==> src/rtl/alt_merge_if.sv <==
// rtl/alt_merge_if.sv - pulse-channel and status bundle for alt_merge
interface alt_merge_if #(
   parameter int CNT_W = 8
);
   logic [1:0]       y_in;
   logic             clr_err;
   logic             x_out;
   logic             phase;
   logic             busy;
   logic             err;
   logic [CNT_W-1:0] pair_cnt;

   modport master (
      output y_in, clr_err,
      input  x_out, phase, busy, err, pair_cnt
   );

   modport slave (
      input  y_in, clr_err,
      output x_out, phase, busy, err, pair_cnt
   );
endinterface

==> src/rtl/alt_merge.sv <==
// rtl/alt_merge.sv - alternating A/B pulse merger with order checking
module alt_merge #(
   parameter int SYNC_STAGES = 2,
   parameter int PULSE_W     = 4,
   parameter int CNT_W       = 8
) (
   input  logic      clk,
   input  logic      rst,
   alt_merge_if.slave bus
);

   typedef enum logic [1:0] {WAIT_A, OUT_A, WAIT_B, OUT_B} state_t;

   localparam logic [3:0] PULSE_LD = 4'(PULSE_W);

   logic [SYNC_STAGES-1:0] sync_a_q, sync_a_d;
   logic [SYNC_STAGES-1:0] sync_b_q, sync_b_d;
   logic [1:0]             prev_q, prev_d;
   logic                   edge_a, edge_b;

   state_t                 state_q, state_d;
   logic [3:0]             timer_q, timer_d;
   logic                   x_out_q, x_out_d;
   logic                   phase_q, phase_d;
   logic                   busy_q, busy_d;
   logic                   err_q, err_d;
   logic                   err_set;
   logic [CNT_W-1:0]       pair_cnt_q, pair_cnt_d;

   // Synchronizers are never reset, so a level held across reset is not seen as an edge.
   always_comb begin
      sync_a_d = {sync_a_q[SYNC_STAGES-2:0], bus.y_in[1]};
      sync_b_d = {sync_b_q[SYNC_STAGES-2:0], bus.y_in[0]};
      prev_d   = {sync_a_q[SYNC_STAGES-1], sync_b_q[SYNC_STAGES-1]};
      edge_a   = sync_a_q[SYNC_STAGES-1] & ~prev_q[1];
      edge_b   = sync_b_q[SYNC_STAGES-1] & ~prev_q[0];
   end

   always_comb begin
      state_d    = state_q;
      timer_d    = timer_q;
      x_out_d    = x_out_q;
      pair_cnt_d = pair_cnt_q;
      err_set    = 1'b0;
      case (state_q)
         WAIT_A: begin
            if (edge_a) begin
               state_d = OUT_A;
               x_out_d = 1'b1;
               timer_d = PULSE_LD;
            end
            if (edge_b) err_set = 1'b1;
         end
         WAIT_B: begin
            if (edge_b) begin
               state_d = OUT_B;
               x_out_d = 1'b1;
               timer_d = PULSE_LD;
            end
            if (edge_a) err_set = 1'b1;
         end
         OUT_A, OUT_B: begin
            if (edge_a || edge_b) err_set = 1'b1;
            if (timer_q <= 4'd1) begin
               x_out_d = 1'b0;
               timer_d = 4'd0;
               if (state_q == OUT_A) begin
                  state_d = WAIT_B;
               end else begin
                  state_d    = WAIT_A;
                  pair_cnt_d = pair_cnt_q + CNT_W'(1);
               end
            end else begin
               timer_d = timer_q - 4'd1;
            end
         end
         default: state_d = WAIT_A;
      endcase
      // A fresh error in the clearing cycle keeps the flag set.
      err_d   = err_set | (err_q & ~bus.clr_err);
      phase_d = (state_d == WAIT_B) || (state_d == OUT_B);
      busy_d  = (state_d == OUT_A) || (state_d == OUT_B);
   end

   always_ff @(posedge clk) begin
      sync_a_q <= sync_a_d;
      sync_b_q <= sync_b_d;
      prev_q   <= prev_d;
      if (rst) begin
         state_q    <= WAIT_A;
         timer_q    <= 4'd0;
         x_out_q    <= 1'b0;
         phase_q    <= 1'b0;
         busy_q     <= 1'b0;
         err_q      <= 1'b0;
         pair_cnt_q <= '0;
      end else begin
         state_q    <= state_d;
         timer_q    <= timer_d;
         x_out_q    <= x_out_d;
         phase_q    <= phase_d;
         busy_q     <= busy_d;
         err_q      <= err_d;
         pair_cnt_q <= pair_cnt_d;
      end
   end

   assign bus.x_out    = x_out_q;
   assign bus.phase    = phase_q;
   assign bus.busy     = busy_q;
   assign bus.err      = err_q;
   assign bus.pair_cnt = pair_cnt_q;

endmodule

==> src/flat_wrapper.sv <==
// flat-port wrapper written by rule: the top's interface ports become plain ports
module alt_merge_flat 
#(
   parameter int SYNC_STAGES = 2,
   parameter int PULSE_W     = 4,
   parameter int CNT_W       = 8
)
  (clk, rst, bus_y_in, bus_clr_err, bus_x_out, bus_phase, bus_busy, bus_err, bus_pair_cnt);
  alt_merge_if #(.CNT_W(CNT_W)) bus_i ();
  input  logic clk;
  input  logic rst;
  input wire logic [$bits(bus_i.y_in)-1:0] bus_y_in;
  input wire logic [$bits(bus_i.clr_err)-1:0] bus_clr_err;
  output wire logic [$bits(bus_i.x_out)-1:0] bus_x_out;
  output wire logic [$bits(bus_i.phase)-1:0] bus_phase;
  output wire logic [$bits(bus_i.busy)-1:0] bus_busy;
  output wire logic [$bits(bus_i.err)-1:0] bus_err;
  output wire logic [$bits(bus_i.pair_cnt)-1:0] bus_pair_cnt;
  assign bus_i.y_in = bus_y_in;
  assign bus_i.clr_err = bus_clr_err;
  assign bus_x_out = bus_i.x_out;
  assign bus_phase = bus_i.phase;
  assign bus_busy = bus_i.busy;
  assign bus_err = bus_i.err;
  assign bus_pair_cnt = bus_i.pair_cnt;
  alt_merge #(.SYNC_STAGES(SYNC_STAGES), .PULSE_W(PULSE_W), .CNT_W(CNT_W)) u_core (.clk(clk), .rst(rst), .bus(bus_i));
endmodule
==> config.mk <==
export PLATFORM = sky130hd
export DESIGN_NAME = alt_merge_flat
export DESIGN_NICKNAME = d
export VERILOG_FILES = /design/src/rtl/alt_merge_if.sv /design/src/rtl/alt_merge.sv /design/src/flat_wrapper.sv
export SDC_FILE = /design/constraint.sdc
export NUM_CORES = 1
export LEC_CHECK = 0
export ABC_AREA = 1
export BUFFER_PORTS_ARGS = -buffer_cell sky130_fd_sc_hd__buf_2
export CORE_AREA = 2 2 45 47
export CTS_BUF_LIST = sky130_fd_sc_hd__clkbuf_4 sky130_fd_sc_hd__clkbuf_8
export CTS_CLUSTER_DIAMETER = 100
export DETAILED_ROUTE_END_ITERATION = 12
export DIE_AREA = 0 0 47 49
export PLACE_DENSITY = 0.73
export SYNTH_ARGS = -nofsm -noshare
export SYNTH_HDL_FRONTEND = slang
export SYNTH_SLANG_ARGS = --single-unit
==> constraint.sdc <==
create_clock -name clk -period 1.6 [get_ports clk]
set_input_delay 0.16 -clock clk [delete_from_list [all_inputs] [get_ports clk]]
set_output_delay 0.16 -clock clk [all_outputs]
set_load 0.03 [all_outputs]
==> metrics.txt <==
leakage dissipation=just over 0.5 nW; maxcap violations=0; Core ar.=between 1500 and 2000 sq um; starting density of the core=52.0%; PwrDens=roughly 1700 nW/um^2; via count=about 800; vias in the first global route=719; period utilization=88.8%; htree depth=1; Finish-stage setup viols=0; R2R setup slack=0.18 ns; Crit. End Element=flip-flop; worst hold margin=between 0.08 and 0.09 ns; largest net degree at the start of global routing=15; layout cell share with drive strength beyond 1=17.1%; site row count=16; I/O Buffers=16; clk root buf=clkbuf_4; Area contributors post-synth=dfxtp_1 (48%), nand2_1 (14%), a21oi_1 (6.8%); buffers and inverters on the worst path=2; CP delay by family, top=simple AND/OR/NAND/NOR gates; I/O pin count=17; commonest non-fill, non-tap cells in the layout=nand2_1 (34), dfxtp_1 (23), buf_2 (16); class of the worst hold path=in -> reg; R2R depth=9; biggest area consumer among synthesized cells=dfxtp_1; CTS tree=done; Via-to-Cell Ratio=~4.7; # DRC=0; Die Area=2300 sq um; Peak VDD IR=0.000868 V; Final Hold Fails=0; CP max stage delay=0.35 ns; Clock transition at path regs=0.13 ns; routed len/inst=9.69 um; Area Growth Syn to Fin=15.6%; top-area cell type share of the netlist area=48.1%; Worst Skew=0.00190 ns; first drt pass iteration count=4; first-pass GRT wire length=2840 um; Syn Nets=134; worst hold start=rst; status=complete, no violations; Synth Warn #=0; clock latency on the worst-skew pair=0.31 ns; f_max=roughly 700 MHz; fin crit period=1.42 ns; Syn Area/Cell=7.60 sq um; DRT antenna net count=0; First DRT Iteration DRCs=10; setup TNS=0 ns; unrepaired setup endpoints after global routing=false; Min-Delay Path Depth=2; final wirelength=approximately 1700 um; Pins Over Slew Limit=0; FF+latch count, synth=23; routability cong.=0.821; Startpoint Class=flip-flop; ant diodes=0; register area share after synthesis=48.1%; synthesized cell area=957 sq um; Critical Path AT=1.64 ns; commonest non-fill, non-tap cell in the layout=nand2_1; Slowest cell on crit path=dfxtp_1; Reg2Reg Capture Point=u_core.bus.pair_cnt[6]; Sink Count=23; Slew HR=80.3%; synth unique cells=18; Die X=47 um; maximum clock path buffer count=2; TritonCTS Buffers=3; GRT overflow=0; crit path cell chain=inv_1, ha_1, inv_1, nand2_1, nand3_2, nor2_4, nand3_1, nand2_1, nor2_1; Min-Delay Endpoint=u_core.timer_q[2]; Data required, critical path=1.82 ns; die height=between 40 and 50 um; Global Route Usage Sum=16.4%; Synth Instances=126; Crit Path Class=reg -> reg; Slew @ Worst Pin=0.295 ns; initial antenna violation count=0; crit path max fanout=11; R2R Path Start=u_core.timer_q[0]; Final nets=between 150 and 200; DP HPWL=~1300 um
==> per-layer routing <==
metal  track usage, %  vias to the layer above  routed length [um]  share of wire, %
li1                 -                      440                   -                 -
met1             21.4                      358                 822                49
met2             26.3                       20                 775                46
met3             2.22                        2                  64               3.8
met4             6.94                        0                  14              0.83
met5                0                        -                   0                 0
==> repair_timing <==
item / in CTS / in global routing
buffers inserted: 0 / 0
endpoints found under the hold margin: 2 / 0
hold buffers: 2 / 0
setup endpoints to repair: 0 / 9
gates resized for setup: 0 / 2
==> synth_stat cells (all sizes together) <==
cell type and count:
nand2 36, dfxtp 23, inv 15, a21oi 13
nor2 13, nand3 9, o21ai 5, ha 3
buf 2, nand4 2, xnor2 2, nor3 1
nor3b 1, o22ai 1
==> worst max-delay path by stage <==
stage | endpoint | from | slack [ns] | cells past startpoint
3_3_place_gp | u_core.bus.pair_cnt[6] | u_core.timer_q[0] | 0.16 | 9
6_report | u_core.bus.pair_cnt[6] | u_core.timer_q[0] | 0.18 | 9
2_1_floorplan | u_core.bus.pair_cnt[6] | u_core.bus.pair_cnt[0] | 0.20 | 6
3_5_place_dp | u_core.bus.pair_cnt[6] | u_core.timer_q[0] | 0.1 | 9
5_1_grt | u_core.bus.pair_cnt[5] | u_core.timer_q[0] | 0.02 | 9
4_1_cts | u_core.bus.pair_cnt[6] | u_core.timer_q[0] | 0.07 | 9
==> sequential cells by signal (all words and copies together) (netlist names) <==
| name | flops |
|---|---|
| u_core.bus.err | 1 |
| u_core.timer_q | 4 |
| u_core.sync_a_q | 2 |
| u_core.bus.busy | 1 |
| u_core.bus.phase | 1 |
| u_core.state_q | 1 |
| u_core.bus.pair_cnt | 8 |
| u_core.prev_q | 2 |
| u_core.bus.x_out | 1 |
| u_core.sync_b_q | 2 |
==> layout make-up <==
cell class | instances | area (sq um)
sequential | 23 | 460
tap | 27 | 33.8
multi-input combinational | 86 | 425
fill | 180 | 736
inverter | 15 | 56.3
clock inverter | 1 | 7.51
timing repair buffer | 18 | 100
clock buffer | 3 | 22.5
==> stage by stage <==
step	utilization (%)	power, mW	instances	instance area [sq um]	worst slack (ns)
CTS	59.6	1.82	173	1100	0.0716
detailed placement	56.9	1.55	167	1050	0.0955
floorplan	-	1.43	126	957	0.199
global route	60.1	2.01	173	1110	0.0236
finish	60.1	1.84	173	1110	0.179
global placement	56.9	1.54	167	1050	0.159
==> power by group <==
part	internal (mW)	leakage (nW)	switching, mW
logic	0.251	0.304	0.530
clock network	0.0952	0.0139	0.175
registers	0.686	0.190	0.103
==> cell families after synthesis <==
logic type / Yosys count / synth area share (%)
simple gates: 62 / 27.8
buf+inv: 17 / 8.23
compound gates: 19 / 10.1
xor+xnor: 2 / 1.83
flops: 23 / 48.1
fa+ha+maj: 3 / 3.92
(Power assumes the default switching activity.)
